File: config.mk
export PLATFORM = sky130hd
export DESIGN_NAME = multi_digit_7seg_scan
export DESIGN_NICKNAME = d
export VERILOG_FILES = /design/src/rtl/multi_digit_7seg_scan.sv
export SDC_FILE = /design/constraint.sdc
export NUM_CORES = 1
export LEC_CHECK = 0
export ABC_AREA = 1
export ABC_CLOCK_PERIOD_IN_PS = 5250
export BUFFER_PORTS_ARGS = -buffer_cell sky130_fd_sc_hd__buf_2
export CORE_ASPECT_RATIO = 0.75
export CORE_UTILIZATION = 40
export DETAILED_ROUTE_END_ITERATION = 10
export GPL_ROUTABILITY_DRIVEN = 0
export HOLD_SLACK_MARGIN = 0.02
export MAX_ROUTING_LAYER = met4
export PLACE_DENSITY = 0.68
export SYNTH_ARGS = -nofsm -noshare
export SYNTH_HDL_FRONTEND = slang
export SYNTH_SLANG_ARGS = --single-unit
File: constraint.sdc
create_clock -name clk_1k -period 5.25 [get_ports clk_1k]
set_input_delay 0 -clock clk_1k [delete_from_list [all_inputs] [get_ports clk_1k]]
set_output_delay 0 -clock clk_1k [all_outputs]
set_load 0.02 [all_outputs]
File: src/rtl/multi_digit_7seg_scan.sv
// Multiplexed N-digit seven-segment driver for common-anode displays.
// A load strobe captures the digit word into a shadow register. The scan
// then shows one digit per slot. Each slot opens with a dark gap against
// ghosting, and the driver also handles leading-zero blanking, per-digit
// blink and per-digit decimal point. All outputs are registered and
// active-low.
module multi_digit_7seg_scan #(
  parameter int NUM_DIGITS = 4,
  parameter int DWELL      = 4,
  parameter int GAP        = 1,
  parameter int BLINK_HALF = 250
) (
  input  logic                    clk_1k,
  input  logic                    rst_n,
  input  logic [4*NUM_DIGITS-1:0] value,
  input  logic                    load,
  input  logic                    lz_blank_en,
  input  logic [NUM_DIGITS-1:0]   blink_mask,
  input  logic [NUM_DIGITS-1:0]   dp_mask,
  output logic [6:0]              seg,
  output logic                    dp,
  output logic [NUM_DIGITS-1:0]   an
);

  localparam int CW = $clog2(DWELL);
  localparam int IW = $clog2(NUM_DIGITS);
  localparam int BW = (BLINK_HALF > 1) ? $clog2(BLINK_HALF) : 1;

  logic [4*NUM_DIGITS-1:0] r_value_q;
  logic [CW-1:0]           r_cnt;
  logic [IW-1:0]           r_idx;
  logic [BW-1:0]           r_bcnt;
  logic                    r_blink_off;

  logic [NUM_DIGITS-1:0]   w_lz;
  logic [3:0]              w_nib;
  logic                    w_lz_cur;
  logic                    w_blink_cur;
  logic                    w_dp_cur;
  logic                    w_gap;
  logic                    w_dark;
  logic                    w_cnt_wrap;
  logic                    w_bcnt_wrap;

  // Hex glyphs, active-low, seg[0]=a .. seg[6]=g.
  function automatic logic [6:0] glyph(input logic [3:0] n);
    case (n)
      4'h0: glyph = 7'b1000000;
      4'h1: glyph = 7'b1111001;
      4'h2: glyph = 7'b0100100;
      4'h3: glyph = 7'b0110000;
      4'h4: glyph = 7'b0011001;
      4'h5: glyph = 7'b0010010;
      4'h6: glyph = 7'b0000010;
      4'h7: glyph = 7'b1111000;
      4'h8: glyph = 7'b0000000;
      4'h9: glyph = 7'b0010000;
      4'hA: glyph = 7'b0001000;
      4'hB: glyph = 7'b0000011;
      4'hC: glyph = 7'b1000110;
      4'hD: glyph = 7'b0100001;
      4'hE: glyph = 7'b0000110;
      default: glyph = 7'b0001110;
    endcase
  endfunction

  // Leading-zero map: digit i blanks when it and every higher nibble are zero.
  always_comb begin
    logic z;
    w_lz = '0;
    z    = 1'b1;
    for (int i = NUM_DIGITS - 1; i >= 1; i--) begin
      z       = z & (r_value_q[4*i +: 4] == 4'h0);
      w_lz[i] = z & lz_blank_en;
    end
  end

  // Select the attributes of the digit currently being scanned.
  always_comb begin
    w_nib       = 4'h0;
    w_lz_cur    = 1'b0;
    w_blink_cur = 1'b0;
    w_dp_cur    = 1'b0;
    for (int i = 0; i < NUM_DIGITS; i++) begin
      if (r_idx == IW'(i)) begin
        w_nib       = r_value_q[4*i +: 4];
        w_lz_cur    = w_lz[i];
        w_blink_cur = blink_mask[i];
        w_dp_cur    = dp_mask[i];
      end
    end
  end

  assign w_gap       = (int'(r_cnt) < GAP);
  assign w_dark      = w_gap | w_lz_cur | (w_blink_cur & r_blink_off);
  assign w_cnt_wrap  = (r_cnt == CW'(DWELL - 1));
  assign w_bcnt_wrap = (r_bcnt == BW'(BLINK_HALF - 1));

  // Shadow register: only the latched word is displayed.
  always_ff @(posedge clk_1k) begin
    if (!rst_n)    r_value_q <= '0;
    else if (load) r_value_q <= value;
  end

  // Slot and digit counters, plus a free-running blink phase.
  always_ff @(posedge clk_1k) begin
    if (!rst_n) begin
      r_cnt       <= '0;
      r_idx       <= '0;
      r_bcnt      <= '0;
      r_blink_off <= 1'b0;
    end else begin
      if (w_cnt_wrap) begin
        r_cnt <= '0;
        r_idx <= (r_idx == IW'(NUM_DIGITS - 1)) ? '0 : r_idx + 1'b1;
      end else begin
        r_cnt <= r_cnt + 1'b1;
      end
      if (w_bcnt_wrap) begin
        r_bcnt      <= '0;
        r_blink_off <= ~r_blink_off;
      end else begin
        r_bcnt <= r_bcnt + 1'b1;
      end
    end
  end

  // Output register, one cycle behind the counters. An anode is driven only
  // when the slot is lit, so two anodes are never low at the same time.
  always_ff @(posedge clk_1k) begin
    if (!rst_n || w_dark) begin
      an  <= '1;
      seg <= 7'h7F;
      dp  <= 1'b1;
    end else begin
      an  <= ~(NUM_DIGITS'(1) << r_idx);
      seg <= glyph(w_nib);
      dp  <= ~w_dp_cur;
    end
  end

endmodule
== Yosys cells after proc, flatten, opt, wreduce, memory -nomap -nowiden ==
Memory sizes are Yosys's and may differ from the RTL's. A register that Yosys moved wholly into a read port is not among the register bits.
Index checks and enable logic that the tools add are counted.

* Equal/unequal tests: 5
* Multiplexer cells: 16
* Bitwise operators: 12
* $lt $le $gt $ge: 1
* Add/subtract/negate cells: 3
* Shift-type cells: 1
* Reductions and logical operators: 8

{| class="wikitable"
|+ Operators by type and width
! kind !! number
|-
| 4-bit two-way mux || 4
|-
| 4-bit zero test || 3
|-
| 1-bit two-way mux || 11
|-
| 8-bit by 1-bit adder with 8-bit output, second input constant || 1
|-
| 8-bit equality test, second input constant || 1
|-
| 1-bit AND || 6
|-
| 2-bit equality test, second input constant || 3
|-
| 2-bit by 1-bit adder with 2-bit output, second input constant || 2
|-
| 4-bit inverter || 1
|-
| 2-bit OR reduction || 2
|-
| 1-bit by 2-bit << shifter with 4-bit output, first input constant || 1
|-
| 1-bit inverter || 3
|-
| 2-bit by 1-bit equality test with 1-bit output, second input constant || 1
|-
| 2-bit zero test || 1
|-
| 2-bit by 1-bit less-than comparator with 1-bit output, second input constant || 1
|-
| 2-bit two-way mux || 1
|-
| 1-bit OR || 2
|-
| 1-bit zero test || 1
|-
| 1-bit logical OR || 1
|}

* Memories: 1
* Word-level logic and storage cells: 54
* Register bits: 34
* Bits in read-only memories: 112
* Input port bits: 28

{| class="wikitable"
|+ Memory list
! name !! words !! bits a word !! rd ports !! clocked after memory_dff !! wr ports !! RTL line !! source
|-
| (no name shown) || 16 || 7 || 1 || 1 || 0 || 47 || <nowiki>case (n)</nowiki>
|}

== Depth between registers and ports, before layout ==
Gate-level depths: netlist of run 1.

* Depth after elaboration: 10
* Depth in mapped cells: 15
* Mapped depth without buffers: 15

== Least setup slack after synthesis of run 1 ==
No wires, ideal clock.

* Kind: register to register
* Start: reg r_idx[0]
* End: reg seg[0]
* Slack: 3.420 ns
* Library setup time: 0.131 ns
* Data arrival time: 1.700 ns
* Cell stages (with the launch flop): 13
* Clock period less this slack: 1.830 ns
* Cells stage by stage: dfxtp_1 > inv_1 > ha_1 > buf_6 > a21oi_1 > nand2_1 > a21boi_2 > inv_1 > ha_1 > nand3_1 > nand2_1 > nand2_1 > nand3_1

* Word-level cells in the longest chain between the ends: 8
* Elaborated cells on any way between the ends: 19

{| class="wikitable"
|+ RTL lines
! item !! RTL line !! source
|-
| start: declaration || 31 || <nowiki>logic [IW-1:0] r_idx;</nowiki>
|-
| start signal: assignment || 115 || <nowiki>r_idx <= (r_idx == IW'(NUM_DIGITS - 1)) ? '0 : r_idx + 1'b1;</nowiki>
|-
| 2-bit zero test || 85 || <nowiki>if (r_idx == IW'(i)) begin</nowiki>
|-
| 1-bit two-way mux (4 in a row) || 85 ||
|-
| 1-bit AND || 95 || <nowiki>assign w_dark = w_gap | w_lz_cur | (w_blink_cur & r_blink_off);</nowiki>
|-
| 1-bit OR || 95 ||
|-
| 1-bit logical OR || 131 || <nowiki>if (!rst_n || w_dark) begin</nowiki>
|-
| end: declaration || 20 || <nowiki>output logic [6:0] seg,</nowiki>
|}

Parallel ways exist; a longest one is shown, timed or not.
A chain may end at the register's enable or synchronous reset.

== Worst setup path in the final report of run 1 ==
* Start: reg r_idx[1]
* End: reg seg[0]

The elaborated chain is that of the path after synthesis.

==> flow_summary_export.csv, run 1 <==
group,metric,value,unit
synthesis,syn_avg_cell_area,7.35,um2
synthesis,yosysTopAreaCell,"dfxtp_1",
critical_path,cp_cell_sequence,"inv_1, ha_1, nor2_4, nand2_1, nand2_1, a21boi_2, inv_1, ha_1, nand3_1, nand2_1, nand2_1, nand3_1",
floorplan,core_area,0.00493,mm2
cts,cts_tree,"built",
critical_path,cpMostUsedCell,"nand2_1",
finish,nets,377,
synthesis,ys_seq_area_frac,0.397,
detailed_routing,drt_wl_total,4270,um
synthesis,ys_warn_count,0,
detailed_routing,ant_nets,0,
synthesis,synth_nets,323,
detailed_routing,wl_met2,1720,um
synthesis,ys_types,34,
cts,clk_pin_slew_worst_paths,0.07,ns
timing,hold_viol_final,0,
outcome,status,"complete, but fails checks",
finish,drive_gt1_frac,0.191,
placed_design,port_buffers,39,
timing,tightest_slew,0.527,ns
critical_path,cpPeakStageDelay,0.44,ns
grt,grt_pass1_vias,1666,
detailed_routing,vias,1800,
synthesis,ys_seq_elements,41,
job,max_cap_violations,0,
detailed_routing,drt-pass1-iter-count,9,
pwr,power.density_cell_area,287,mW/mm2
floorplan,dieArea,0.00546,mm2
critical_path,arrival,2.27,ns
floorplan,die_x,85.0,um
timing,min_period_over_period,0.402,
synthesis,synth_top_area_frac,0.397,
cts,clkSinkCount,41,
finish,antenna-diode-count,0,
cts,cts_buffers,5,
timing,whs,0.0340,ns
synthesis,syn_area,0.00207,mm2
detailed_routing,wire_per_inst,10.8,um
grt,grt_pass1_wl,7400,um
critical_path,critPathBufInv,2,
critical_path,critPathRequiredTime,5.41,ns
floorplan,top_level_ports,40,
pwr,p_leak,1.17,nW
grt,antenna_found_initial,0,
grt,grt_max_degree,21,
critical_path,critical_path_class,"register to register",
cts,ctsRootBufferMaster,"clkbuf_8",
floorplan,initial_core_util,0.419,
detailed_routing,vias_per_cell,4.56,
detailed_routing,drc,3,
pwr,ir_drop,131,uV
critical_path,cp-start-kind,"register",
floorplan,die_h,64.2,um
floorplan,rows,22,
cts,htreeDepth,2,
detailed_routing,top_layer,"met4",
timing,fin_tns_setup,0,ns
finish,area_delta_synth_final,22.1,%
critical_path,cp-end-kind,"register",
synthesis,netlist_instances,281,
timing,slew_headroom,0.646,
cts,post-cts-setup-buffers,0,
timing,final.min_clock_period,2.11,ns
detailed_routing,wl_met3,190,um
timing,rsz0062_at_grt,"false",
placed_design,dp_hpwl,3160,um
detailed_routing,wl_met1,2310,um
worst_hold_path,min_path_type,"input port to register",
critical_path,critical-path-top-delay-family,"adder cells",
timing,setup_viol_count_final,0,
grt,grt-ovfl-total,0,
critical_path,crit_fanout,10,
cts,cts_resized,0,
detailed_routing,drt_iter0_markers,92,
cts,cts-hold-fix-buffers,15,
cts,clk_path_buf_depth,2,
synthesis,synth_area_leaders,"dfxtp_1 (40%), nand2_1 (11%), nor2_1 (9.1%), ha_1 (8.5%), inv_1 (4.5%)",
timing,clock.fmax,474,MHz
critical_path,critical-path-slowest-cell,"ha_1",
grt,grt_usage,0.178,
timing,finalClockSkew,0.00614,ns
cts,insertion_delay,0.29,ns
outcome,failed_checks,"DRC",
timing,maxSlewViolCount,0,
-- synth_stat cells --
cell	n
a21boi_2	1
dfxtp_1	41
nor2_2	2
inv_6	1
a22o_1	1
a211oi_1	1
nand2_4	3
nor4_2	1
clkbuf_1	3
clkinv_1	1
inv_2	2
nand2_2	4
nor2_4	1
a21oi_4	1
nor3_2	1
nor2_1	50
nand3b_1	1
nand4_1	1
ha_1	14
a21oi_1	18
inv_1	25
a21oi_2	1
nand3_1	14
nor3_1	3
inv_4	1
nor3b_1	1
xor2_1	3
buf_6	3
o21ai_0	17
clkbuf_2	1
and3_1	1
or2_0	1
o21ai_1	1
nand2_1	61
-- report_power, final --
| part | total, mW | switching, mW | internal (mW) |
|---|---|---|---|
| logic | 0.173 | 0.107 | 0.0665 |
| clock network | 0.205 | 0.100 | 0.104 |
| registers | 0.347 | 0.0122 | 0.335 |
| total | 0.725 | 0.219 | 0.506 |
-- state kept, by name, summed over array words and instances, names as in the netlist --
name,flops
r_cnt,2
an,4
r_idx,2
r_bcnt,8
r_blink_off,1
r_value_q,16
dp,1
seg,7
-- per-stage QoR --
| step | power [mW] | setup slack, ns | area, um2 | std cells | utilization |
|---|---|---|---|---|---|
| 4_1_cts | 0.733 | 3.14 | 2520 | 395 | 0.512 |
| 2_1_floorplan | 0.476 | 3.42 | 2070 | 281 | - |
| 5_1_grt | 0.771 | 2.90 | 2520 | 395 | 0.512 |
| 6_report | 0.725 | 3.14 | 2520 | 395 | 0.512 |
| 3_3_place_gp | 0.517 | 3.19 | 2290 | 373 | 0.464 |
| 3_5_place_dp | 0.518 | 3.14 | 2290 | 373 | 0.464 |
-- routing by layer --
layer	vias to the layer above	GRT usage
met3	5	0.0452
met1	765	0.237
met4	0	0.0636
met5	-	-
li1	991	-
met2	39	0.262
-- cell families after synthesis --
family,share of synthesized area
buffers and inverters,0.0824
AND/OR/NAND/NOR,0.310
AO/OA/AOI/OAI,0.113
flip-flops,0.397
adder cells (fa/ha/maj),0.0848
XOR/XNOR,0.0127
-- cells in the final DEF, fill, tap and decap left out, types with 4 or more instances in the layout --
cell / instances
inv_1: 25
dfxtp_1: 41
ha_1: 14
a21oi_1: 18
dlygate4sd3_1: 15
nor2_1: 50
nand3_1: 14
nand2_2: 4
nand2_1: 61
clkbuf_8: 6
buf_2: 39
o21ai_0: 17
-- worst reg2reg max path: cells and delay by family (launching register included) --
kind | cells | cell delay (ns)
adders and majority gates | 2 | 0.67
AOI/OAI and AO/OA | 1 | 0.26
DFF | 1 | 0.33
and+or+nand+nor | 7 | 0.51
buffers and inverters | 2 | 0.23
-- worst paths after layout --
kind,to,slack [ns],cells past startpoint,from
hold / removal,dp,0.03,4,dp_mask[3]
setup / recovery,seg[0],3.14,12,r_idx[1]
setup reg to reg,seg[0],3.14,12,r_idx[1]
hold reg to reg,r_cnt[0],0.47,1,r_cnt[0]
-- area by class of cell --
type / count / area, um2
clock buffers: 7 / 86.3
fillers: 497 / 2400
inverters: 30 / 120
multi-input cells: 203 / 1070
flip-flops and latches: 41 / 821
well taps: 60 / 75.1
repair buffers: 54 / 345
Power figures use the tool's default switching activity.
==> inputs of run 2 (changes only) <==
--- a/config.mk
+++ b/config.mk
@@ -6,7 +6,7 @@
 export NUM_CORES = 1
 export LEC_CHECK = 0
 export ABC_AREA = 1
-export ABC_CLOCK_PERIOD_IN_PS = 5250
+export ABC_CLOCK_PERIOD_IN_PS = 1900
 export BUFFER_PORTS_ARGS = -buffer_cell sky130_fd_sc_hd__buf_2
 export CORE_ASPECT_RATIO = 0.75
 export CORE_UTILIZATION = 40
@@ -14,7 +14,7 @@
 export GPL_ROUTABILITY_DRIVEN = 0
 export HOLD_SLACK_MARGIN = 0.02
 export MAX_ROUTING_LAYER = met4
-export PLACE_DENSITY = 0.68
+export PLACE_DENSITY = 0.7
 export SYNTH_ARGS = -nofsm -noshare
 export SYNTH_HDL_FRONTEND = slang
 export SYNTH_SLANG_ARGS = --single-unit
==> constraint.sdc (replaced) <==
create_clock -name clk_1k -period 1.9 [get_ports clk_1k]
set_input_delay 0 -clock clk_1k [delete_from_list [all_inputs] [get_ports clk_1k]]
set_output_delay 0 -clock clk_1k [all_outputs]
set_load 0.02 [all_outputs]
==> flow_summary_export.csv, run 2 (synthesized netlist as in run 1, its figures left out) <==
group,metric,value,unit
grt,antenna_found_initial,0,
placed_design,dp_hpwl,3320,um
finish,drive_gt1_frac,0.271,
finish,largest_register_ff_count,16,
floorplan,core_area,0.00493,mm2
grt,grt_max_degree,21,
detailed_routing,drt-pass1-iter-count,8,
worst_hold_path,min_path_type,"input port to register",
cts,cts_buffers,5,
timing,slew_headroom,0.669,
critical_path,timing.rr.start,"r_idx[0]",
cts,insertion_delay,0.30,ns
critical_path,crit_fanout,6,
pwr,ir_drop,292,uV
critical_path,arrival,1.98,ns
critical_path,critical_path_class,"register to register",
detailed_routing,drt_iter0_markers,121,
critical_path,cp-end-kind,"register",
job,max_cap_violations,0,
grt,grt_usage,0.188,
pwr,power.density_cell_area,765,mW/mm2
detailed_routing,vias_per_cell,4.65,
cts,cts_tree,"built",
finish,final_cell_mix,"nand2_1 (58), nor2_1 (50), dfxtp_1 (39), buf_2 (39), inv_1 (20)",
floorplan,dieArea,0.00546,mm2
timing,final.min_clock_period,1.81,ns
detailed_routing,ant_nets,0,
timing,finalClockSkew,0.0110,ns
timing,maxSlewViolCount,0,
finish,biggestRegsByFlops,"r_value_q (16), r_bcnt (8), seg (7)",
outcome,status,"complete, but fails checks",
cts,clk_pin_slew_worst_paths,0.08,ns
pwr,p_leak,1.23,nW
outcome,failed_checks,"DRC",
detailed_routing,drt_wl_total,4730,um
finish,nets,388,
finish,final_util,0.549,
finish,n_fill_cell,475,
timing,min_period_over_period,0.955,
timing,hold_viol_final,0,
grt,grt_pass1_vias,1740,
timing,clock.fmax,551,MHz
grt,grt_pass1_wl,7670,um
grt,grt-ovfl-total,0,
detailed_routing,wire_per_inst,11.6,um
critical_path,critPathRequiredTime,2.07,ns
worst_hold_path,hold_path_startpoint,"dp_mask[2]",
timing,tightest_slew,0.492,ns
floorplan,die_x,85.0,um
cts,clkSinkCount,41,
floorplan,top_level_ports,40,
floorplan,rows,22,
finish,antenna-diode-count,0,
finish,final_common_cell,"nand2_1",
critical_path,crit_start,"r_idx[0]",
placed_design,port_buffers,39,
detailed_routing,vias,1891,
detailed_routing,drc,3,
cts,ctsRootBufferMaster,"clkbuf_8",
finish,area_delta_synth_final,30.9,%
floorplan,die_h,64.2,um
floorplan,initial_core_util,0.419,
cts,clk_path_buf_depth,2,
cts,htreeDepth,2,
placed_design,dp_cells,380,
critical_path,cp-start-kind,"register",
finish,top_register,"r_value_q",
finish,fin_cells,407,
timing,setup_viol_count_final,0,
==> run 2: power breakdown <==
| part | internal [mW] | switching (mW) |
|---|---|---|
| Clock | 0.255 | 0.297 |
| Sequential | 0.925 | 0.0374 |
| Combinational | 0.229 | 0.325 |
| Total | 1.41 | 0.659 |
==> run 2: path summary, 6_finish.rpt <==
path	to	slack [ns]	depth (start not counted)
min reg2reg	r_cnt[0]	0.47	1
max	seg[3]	0.09	13
max reg2reg	seg[3]	0.09	13
min	dp	0.06	4
==> run 2: repair_timing <==
item,in CTS,in global routing
pin swaps,0,5
endpoints found under the hold margin,17,0
setup endpoints to repair,7,8
setup buffers,0,2
gates resized for setup,4,24
hold buffers,17,0
==> run 2: critical path, stage by stage (launching register included) <==
cell	delay, ns
dfxtp_4	0.40
inv_4	0.06
ha_4	0.16
inv_2	0.06
nor2_4	0.04
nand2_1	0.07
nand2_2	0.08
a21boi_4	0.26
inv_2	0.09
ha_2	0.19
nand2_2	0.08
nand2_1	0.05
nand2_1	0.06
nand3_1	0.07
==> run 2: area by class of cell <==
class                      count  area, um2  share of cell area
clock buffer                   6       72.6              0.0268
clock inverter                 2       10.0             0.00370
inverter                      30        123              0.0453
multi-input combinational    203       1160               0.431
sequential                    41        826               0.305
tap                           60       75.1              0.0278
timing repair buffer          65        433               0.160
==> run 2: layer usage <==
layer,global-route usage,part of all wire,vias to the layer above
li1,-,-,1013
met1,0.242,0.49,819
met2,0.289,0.44,54
met3,0.0439,0.059,5
met4,0.0699,0.013,0
met5,-,0,-
==> run 2: through the flow <==
step	hold WS, ns	power [mW]	setup slack (ns)	setup TNS, ns	instance area (um2)
after global routing	0.0811	2.20	-0.0280	-0.0604	2700
final	0.0610	2.07	0.0862	0	2700
after detailed placement	0.227	1.45	-0.0525	-0.191	2340
after CTS	0.0590	2.03	0.0297	0	2610
after floorplan	0.135	1.32	0.0696	0	2070
after global placement	0.223	1.45	-0.0162	-0.0162	2340
==> inputs of run 3 (changes only) <==
--- a/config.mk
+++ b/config.mk
@@ -8,8 +8,10 @@
 export ABC_AREA = 1
 export ABC_CLOCK_PERIOD_IN_PS = 1900
 export BUFFER_PORTS_ARGS = -buffer_cell sky130_fd_sc_hd__buf_2
+export CAP_MARGIN = 20
 export CORE_ASPECT_RATIO = 0.75
 export CORE_UTILIZATION = 40
+export CTS_BUF_LIST = sky130_fd_sc_hd__clkbuf_16
 export DETAILED_ROUTE_END_ITERATION = 10
 export GPL_ROUTABILITY_DRIVEN = 0
 export HOLD_SLACK_MARGIN = 0.02
==> flow_summary_export.csv, run 3 (synthesized netlist as in run 1, its figures left out) <==
group,metric,value,unit
timing,min_period_over_period,0.955,
floorplan,die_h,64.2,um
finish,largest_register_ff_count,16,
critical_path,cp-start-kind,"register",
placed_design,dp_hpwl,3320,um
pwr,p_clk_frac,0.343,
cts,insertion_delay,0.28,ns
grt,grt_max_degree,21,
critical_path,crit_fanout,6,
pwr,ir_drop,413,uV
detailed_routing,vias,1893,
floorplan,die_x,85.0,um
floorplan,initial_core_util,0.419,
worst_hold_path,hold_path_startpoint,"value[8]",
timing,clock.fmax,551,MHz
floorplan,core_area,0.00493,mm2
placed_design,pre_cts_slack,-0.0525,ns
floorplan,top_level_ports,40,
detailed_routing,vias_per_cell,4.67,
timing,maxSlewViolCount,0,
detailed_routing,drc,3,
critical_path,arrival,1.96,ns
finish,area_delta_synth_final,32.3,%
finish,antenna-diode-count,0,
cts,cts_buffers,5,
pwr,internal_power,1.63,mW
worst_hold_path,whs_endpoint,"r_value_q[8]",
outcome,status,"complete, but fails checks",
critical_path,critPathRequiredTime,2.05,ns
finish,final_common_cell,"nand2_1",
detailed_routing,wire_per_inst,11.7,um
finish,nets,386,
job,max_cap_violations,0,
pwr,p_leak,1.25,nW
critical_path,cp-end-kind,"register",
timing,setup_viol_count_final,0,
detailed_routing,ant_nets,0,
pwr,swShare,0.293,
timing,tightest_slew,0.477,ns
critical_path,crit_start,"r_idx[0]",
pwr,power.density_cell_area,843,mW/mm2
timing,fin_ws,0.0848,ns
cts,htreeDepth,2,
cts,cts_tree,"built",
placed_design,port_buffers,39,
finish,n_fill_cell,455,
critical_path,critical_path_class,"register to register",
cts,clk_path_buf_depth,2,
critical_path,timing.rr.start,"r_idx[0]",
worst_hold_path,hold_depth,3,
critical_path,r2r_slack,0.08,ns
grt,antenna_found_initial,0,
timing,whs,0.0328,ns
finish,final_cell_mix,"nand2_1 (59), nor2_1 (50), dfxtp_1 (39), buf_2 (39), inv_1 (21)",
detailed_routing,drt_iter0_markers,83,
timing,fin_tns_setup,0,ns
grt,grt_pass1_vias,1738,
pwr,pwr-share-comb,0.238,
grt,grt-ovfl-total,0,
floorplan,dieArea,0.00546,mm2
timing,final.min_clock_period,1.82,ns
pwr,power_switching,0.676,mW
detailed_routing,drt_wl_total,4750,um
finish,drive_gt1_frac,0.267,
grt,grt_usage,0.187,
timing,hold_viol_final,0,
cts,ctsRootBufferMaster,"clkbuf_16",
pwr,power,2.30,mW
worst_hold_path,min_path_type,"input port to register",
detailed_routing,drt-pass1-iter-count,8,
timing,slew_headroom,0.679,
finish,biggestRegsByFlops,"r_value_q (16), r_bcnt (8), seg (7)",
pwr,p_seq_frac,0.419,
grt,grt_pass1_wl,7670,um
floorplan,rows,22,
outcome,failed_checks,"DRC",
cts,clk_pin_slew_worst_paths,0.06,ns
finish,top_register,"r_value_q",
critical_path,rr_worst_depth,13,
timing,finalClockSkew,0.00698,ns
cts,clkSinkCount,41,
critical_path,rr_endpoint,"seg[3]",
run 3: metrics by stage:
stage | util | std cells | area [um2]
floorplan | - | 281 | 2070
finish | 0.555 | 405 | 2730
CTS | 0.536 | 403 | 2640
global route | 0.555 | 405 | 2730
detailed placement | 0.475 | 380 | 2340
global placement | 0.475 | 380 | 2340
run 3: cell type report:
cell class | count | area [um2] | area share
clock buffers | 5 | 125 | 0.0458
repair buffers | 63 | 413 | 0.151
well taps | 60 | 75.1 | 0.0275
inverters | 30 | 123 | 0.0449
multi-input cells | 203 | 1160 | 0.424
clock inverters | 3 | 13.8 | 0.00503
flip-flops and latches | 41 | 826 | 0.302
run 3: how the worst max path moves through the flow:
stage          endpoint  slack (ns)  depth (start not counted)
2_1_floorplan    seg[0]        0.07                         12
3_3_place_gp     seg[3]       -0.02                         14
3_5_place_dp     seg[3]       -0.05                         13
4_1_cts          seg[3]        0.04                         15
5_1_grt          seg[3]       -0.04                         13
6_report         seg[3]        0.08                         13
run 3: power by group through the flow:
stage / Clock (mW) / Combinational, mW / Sequential [mW]
after detailed placement: 0 / 0.471 / 0.980
after floorplan: 0 / 0.306 / 1.01
final: 0.790 / 0.549 / 0.964
after CTS: 0.808 / 0.502 / 0.962
after global routing: 0.854 / 0.616 / 0.971
after global placement: 0 / 0.467 / 0.978
run 3: worst max-delay path: stages, from the launching register on:
cell and delay [ns]:
dfxtp_4 0.39, inv_4 0.06, ha_4 0.16, inv_2 0.06
nor2_4 0.04, nand2_1 0.08, nand2_2 0.09, a21boi_4 0.26
inv_2 0.09, ha_2 0.19, nand2_2 0.08, nand2_1 0.05
nand2_1 0.06, nand3_1 0.07
run 3: repair_timing:
item	in CTS	in global routing
endpoints found under the setup margin	7	9
hold buffers	15	0
setup buffers	0	2
gates resized for setup	4	22
pin swaps	0	5
endpoints found under the hold margin	15	0
run 3: routing by layer:
layer / vias to the layer above / share of wire / track usage
li1: 1013 / - / -
met1: 835 / 0.50 / 0.242
met2: 40 / 0.45 / 0.290
met3: 5 / 0.040 / 0.0439
met4: 0 / 0.010 / 0.0572
met5: - / 0 / -
